### src/rtl/logpixel.sv
// Complex FFT sample -> 8-bit log2-magnitude pixel with frame-latched floor,
// plus output-side bin counter that flags frames of the wrong length.
module logpixel #(
  parameter int IW    = 16,
  parameter int LGFFT = 10
) (
  input  logic              i_clk,
  input  logic              i_areset_n,
  input  logic              i_ce,
  input  logic [2*IW-1:0]   i_sample,
  input  logic              i_sync,
  input  logic [7:0]        i_floor,
  output logic              o_ce,
  output logic [7:0]        o_pixel,
  output logic              o_sync,
  output logic [LGFFT-1:0]  o_bin,
  output logic              o_err
);
  localparam int PW     = 2 * IW;
  localparam int STAGES = 4;
  localparam logic [LGFFT-1:0] BIN_LAST = '1;

  logic [STAGES:1]    vld_pipe_q, vld_pipe_d, sync_pipe_q, sync_pipe_d;
  logic [PW-1:0]      re_sq_q, re_sq_d, im_sq_q, im_sq_d, pwr_q, pwr_d;
  logic [7:0]         floor1_q, floor1_d, floor2_q, floor2_d, floor3_q, floor3_d;
  logic [7:0]         lg_q, lg_d, pixel_q, pixel_d;
  logic [LGFFT-1:0]   bin_q, bin_d;
  logic               err_q, err_d, locked_q, locked_d;

  logic signed [IW-1:0] re_s, im_s;
  logic signed [PW-1:0] re_x, im_x;
  logic [4:0]           msb;
  logic [PW+2:0]        pwr_ext;

  always_comb begin
    vld_pipe_d  = {vld_pipe_q[STAGES-1:1], i_ce};
    sync_pipe_d = {sync_pipe_q[STAGES-1:1], i_ce & i_sync};

    // S1: squares; the floor is captured only on a qualified sync so each
    // sample carries the floor of the frame it belongs to down the pipe.
    re_s = i_sample[PW-1:IW];
    im_s = i_sample[IW-1:0];
    re_x = PW'(re_s);
    im_x = PW'(im_s);
    re_sq_d  = i_ce ? $unsigned(re_x * re_x) : re_sq_q;
    im_sq_d  = i_ce ? $unsigned(im_x * im_x) : im_sq_q;
    floor1_d = (i_ce && i_sync) ? i_floor : floor1_q;

    // S2
    pwr_d    = re_sq_q + im_sq_q;
    floor2_d = floor1_q;

    // S3: exponent is the top set bit, mantissa the three bits beneath it
    msb = 5'd0;
    for (int i = 0; i < PW; i++)
      if (pwr_q[i]) msb = 5'(i);
    pwr_ext  = {pwr_q, 3'b000} >> msb;
    lg_d     = {msb, pwr_ext[2:0]};
    floor3_d = floor2_q;

    // S4: floor subtraction and bin tracking
    pixel_d  = pixel_q;
    bin_d    = bin_q;
    err_d    = 1'b0;
    locked_d = locked_q;
    if (vld_pipe_q[3]) begin
      pixel_d = (lg_q > floor3_q) ? lg_q - floor3_q : 8'd0;
      if (sync_pipe_q[3]) begin
        bin_d    = '0;
        err_d    = locked_q && (bin_q != BIN_LAST);
        locked_d = 1'b1;
      end else begin
        bin_d = bin_q + 1'b1;
        err_d = locked_q && (bin_q == BIN_LAST);
      end
    end
  end

  always_ff @(posedge i_clk or negedge i_areset_n) begin
    if (!i_areset_n) begin
      vld_pipe_q  <= '0;
      sync_pipe_q <= '0;
      re_sq_q     <= '0;
      im_sq_q     <= '0;
      pwr_q       <= '0;
      floor1_q    <= '0;
      floor2_q    <= '0;
      floor3_q    <= '0;
      lg_q        <= '0;
      pixel_q     <= '0;
      bin_q       <= '0;
      err_q       <= 1'b0;
      locked_q    <= 1'b0;
    end else begin
      vld_pipe_q  <= vld_pipe_d;
      sync_pipe_q <= sync_pipe_d;
      re_sq_q     <= re_sq_d;
      im_sq_q     <= im_sq_d;
      pwr_q       <= pwr_d;
      floor1_q    <= floor1_d;
      floor2_q    <= floor2_d;
      floor3_q    <= floor3_d;
      lg_q        <= lg_d;
      pixel_q     <= pixel_d;
      bin_q       <= bin_d;
      err_q       <= err_d;
      locked_q    <= locked_d;
    end
  end

  assign o_ce    = vld_pipe_q[STAGES];
  assign o_sync  = sync_pipe_q[STAGES];
  assign o_pixel = pixel_q;
  assign o_bin   = bin_q;
  assign o_err   = err_q;

endmodule

### config.mk
export PLATFORM = sky130hd
export DESIGN_NAME = logpixel
export DESIGN_NICKNAME = d
export VERILOG_FILES = /design/src/rtl/logpixel.sv
export SDC_FILE = /design/constraint.sdc
export NUM_CORES = 2
export LEC_CHECK = 0
export CAP_MARGIN = 20
export CELL_PAD_IN_SITES_DETAIL_PLACEMENT = 1
export CELL_PAD_IN_SITES_GLOBAL_PLACEMENT = 2
export CORE_MARGIN = 1.5
export CORE_UTILIZATION = 35
export DETAILED_ROUTE_END_ITERATION = 8
export PLACE_DENSITY = 0.72
export SLEW_MARGIN = 25
export SYNTH_ARGS = -nofsm -noshare
export SYNTH_HDL_FRONTEND = slang
export SYNTH_SLANG_ARGS = --single-unit
### constraint.sdc
create_clock -name i_clk -period 2.7 [get_ports i_clk]
set_input_delay 0.54 -clock i_clk [delete_from_list [all_inputs] [get_ports i_clk]]
set_output_delay 0.54 -clock i_clk [all_outputs]
set_load 0.01 [all_outputs]
==> summary.txt <==
Cells and area
  – Share of post-route cells with drive strength above 1: 35.7%
  – Fill cells: 7901
  – Final layout net count: 3949
  – Finished Cell Area: 35200 um^2
  – Most frequent cells in the layout: 583 x inv_1, 450 x fa_1, 448 x buf_4
  – Most common cell after layout, fill and taps aside: inv_1
  – Core Util, Final: 49.1%
  – Area grow syn2layout: 38.5%

Clocking
  – # hold bufs at CTS: 0
  – Reg clk slew, reported paths: 0.07 ns
  – Root buf cell: clkbuf_16
  – CTS tree: done
  – Clock Path Buffers: 2
  – CTS buffer count: 17
  – CTS Sinks: 154
  – H-tree depth: 4
  – Clock insertion delay at the later pin of the skew report: 0.44 ns

Floorplan
  – Die Span Y: 272 um
  – Chip width: 272 um
  – Num rows: 98
  – Die area: 74200 um^2
  – Initial core utilization: 35.5%
  – Core area: 71600 um^2
  – IO Count: 65

Logic synthesis
  – Adder-cell share of the synthesized area: 48.1%
  – Main flop type after synthesis: dfrtp_1
  – Post-Syn Instances: 2619
  – Synth Area in Compound Gates: 8.27%
  – Post-synth EDFFs: 0
  – Sequential fraction of the synthesis area: 15.2%
  – Avg Inst Size Synth: 9.70 um^2
  – Mux cell area share after synthesis: 3.24%
  – #FFs+latches synth: 154
  – Yosys warning total: 0
  – Post-Syn Area: 25400 um^2
  – Asr flop ratio synth: 100%
  – XOR/XNOR Fraction of Synth Area: 3.79%
  – Post-Syn Nets: 3352
  – Yosys cell types: 78
  – Largest family of logic cells by synthesized area: adder cells
  – Simple-gate share of the synthesized area: 10.5%

STA
  – Final setup TNS: -136.80 ns
  – Fin Hold WS: 0.123 ns
  – Final Max Slew Viols: 0
  – Final hold viol count: 0
  – Post-layout worst setup margin: -3.11 ns
  – Worst slew pin tran: 0.752 ns
  – Period utilization: 215%
  – Clk_skew: 0.00670 ns
  – Unrepaired setup endpoints after global routing: true
  – Post-layout min period: 5.81 ns
  – FMAX: 172 MHz
  – Final Setup Violations: 59
  – Slew HR: 49.8%

GRT
  – Total gr overflow: 0
  – Vias in the first global route: 23800
  – Largest net degree at the start of global routing: 76
  – Initial antenna violation count: 0
  – Global-route wire length before repair: 118000 um
  – Total GRT Usage: 19.8%

Drt
  – DR DRC count: 0
  – Routed length per placed instance: 16.9 um
  – DRT Wirelength: 70500 um
  – Via density: 4.77
  – Drt pass-1 iters: 4
  – Initial drt markers: 647
  – Post-DRT Antenna Nets: 0
  – DR vias: 19900

Critical path
  – Worst R2R Start: pwr_q[30]$_DFF_PN0_
  – Crit start category: input port
  – WP data arrival: 6.11 ns
  – R2R cell count: 10
  – Type of the worst setup path: input port to flip-flop
  – Flop-to-flop setup slack: -0.28 ns
  – Max Fanout on Critical Path: 5
  – Crit. End Element: flip-flop
  – Critical R2R Capture: lg_q[0]$_DFF_PN0_
  – Required @ worst endpoint: 3.01 ns

Place
  – GP Congestion: 0.839
  – Placed Area: 31500 um^2
  – Port bufs: 64
  – DPL Wire Length: 58300 um

Run status
  – Failing checks: setup timing
  – Run status: complete, but fails checks

Job
  – Number of max-cap violations: 0

Min path
  – Worst hold path type: input port to asynchronous set/reset pin
## cells in the mapped netlist, types with 8 or more instances
| master | count | share of area [%] |
|---|---|---|
| and3_1 | 16 | 0.39 |
| a21o_1 | 35 | 1.0 |
| nor2_1 | 101 | 1.5 |
| nand2b_1 | 21 | 0.52 |
| nor4_1 | 9 | 0.22 |
| a31oi_1 | 12 | 0.30 |
| nor2b_1 | 11 | 0.27 |
| o2bb2ai_1 | 10 | 0.34 |
| mux2_2 | 58 | 2.6 |
| clkbuf_1 | 61 | 0.90 |
| nand2_1 | 205 | 3.0 |
| o31ai_1 | 8 | 0.24 |
| dfrtp_1 | 154 | 15 |
| xor2_1 | 31 | 1.1 |
| a21oi_1 | 89 | 1.8 |
| mux2i_1 | 17 | 0.67 |
| xnor2_1 | 79 | 2.7 |
| fa_1 | 480 | 38 |
| nand3_1 | 24 | 0.47 |
| o211ai_1 | 8 | 0.24 |
| a211oi_1 | 9 | 0.27 |
| and2_1 | 97 | 2.4 |
| inv_1 | 661 | 9.8 |
| ha_1 | 209 | 10 |
| nand4_1 | 9 | 0.22 |
| o21a_1 | 20 | 0.59 |
| o21bai_1 | 10 | 0.30 |
| o21ai_0 | 44 | 0.87 |
| nor3_1 | 27 | 0.53 |
## registers in the layout, indices dropped and copies added (netlist names)
| signal | count |
|---|---|
| floor2_q | 8 |
| o_bin | 10 |
| o_pixel | 8 |
| floor1_q | 8 |
| im_sq_q | 31 |
| pwr_q | 32 |
| re_sq_q | 31 |
| o_err | 1 |
| vld_pipe_q | 4 |
| lg_q | 8 |
| floor3_q | 8 |
| sync_pipe_q | 4 |
| locked_q | 1 |
## worst max path at each step
stage | cells after the start | to | slack (ns) | from
2_1_floorplan | 22 | im_sq_q[30]$_DFFE_PN0P_ | -3.26 | i_sample[1]
3_3_place_gp | 21 | im_sq_q[30]$_DFFE_PN0P_ | -4.07 | i_sample[10]
3_5_place_dp | 23 | im_sq_q[31]$_DFFE_PN0P_ | -4.22 | i_sample[10]
4_1_cts | 23 | re_sq_q[31]$_DFFE_PN0P_ | -3.10 | i_sample[31]
5_1_grt | 22 | re_sq_q[31]$_DFFE_PN0P_ | -3.27 | i_sample[30]
6_report | 25 | re_sq_q[31]$_DFFE_PN0P_ | -3.11 | i_sample[26]
## critical path, stage by stage
cell and delay [ns]:
buf_6 0.10, buf_12 0.13, buf_12 0.12, nand2_2 0.08, inv_2 0.05, fa_1 0.41
inv_1 0.07, fa_1 0.45, inv_2 0.10, fa_1 0.42, inv_2 0.07, fa_2 0.43
fa_2 0.53, inv_1 0.06, fa_2 0.56, ha_4 0.20, and3_4 0.17, a221o_1 0.33
a21oi_2 0.16, o21ai_2 0.08, o21ba_4 0.26, o221ai_4 0.14, o41ai_2 0.36, xnor2_1 0.19
a21oi_1 0.10
## layout make-up
type	count	area [um^2]	area share [%]
antenna	1	2.50	0.00712
clock buffer	17	425	1.21
clock inverter	15	171	0.487
inverter	666	2540	7.22
multi-input combinational	1734	21300	60.4
sequential	154	3850	11.0
tap	950	1190	3.38
timing repair buffer	643	5730	16.3
## metrics by stage
stage | setup slack (ns) | instances
5_1_grt | -3.27 | 4179
4_1_cts | -3.10 | 4138
2_1_floorplan | -3.26 | 2619
6_report | -3.11 | 4180
3_5_place_dp | -4.22 | 4023
3_3_place_gp | -4.07 | 4023
## metal layers
layer	vias up	GRT usage, %	wire, um
met5	-	0	0
met4	0	3.03	801
met3	49	1.64	1080
met2	165	37.6	38800
met1	10400	24.5	29800
li1	9278	-	-
## cells by family after synthesis
group	count (synthesis)
AO/OA/AOI/OAI	309
XOR/XNOR	110
adder cells (fa/ha/maj)	689
buffers and inverters	731
flip-flops	154
multiplexers	75
AND/OR/NAND/NOR	551
## what timing repair did
item | in CTS | in global routing
gates resized for setup | 462 | 264
endpoints found under the setup margin | 64 | 74
setup buffers | 87 | 60
pin swaps | 188 | 197
Power is left out: the tool's default activity adds up to more than one toggle a clock period on the data nets, which glitch-free logic cannot reach.
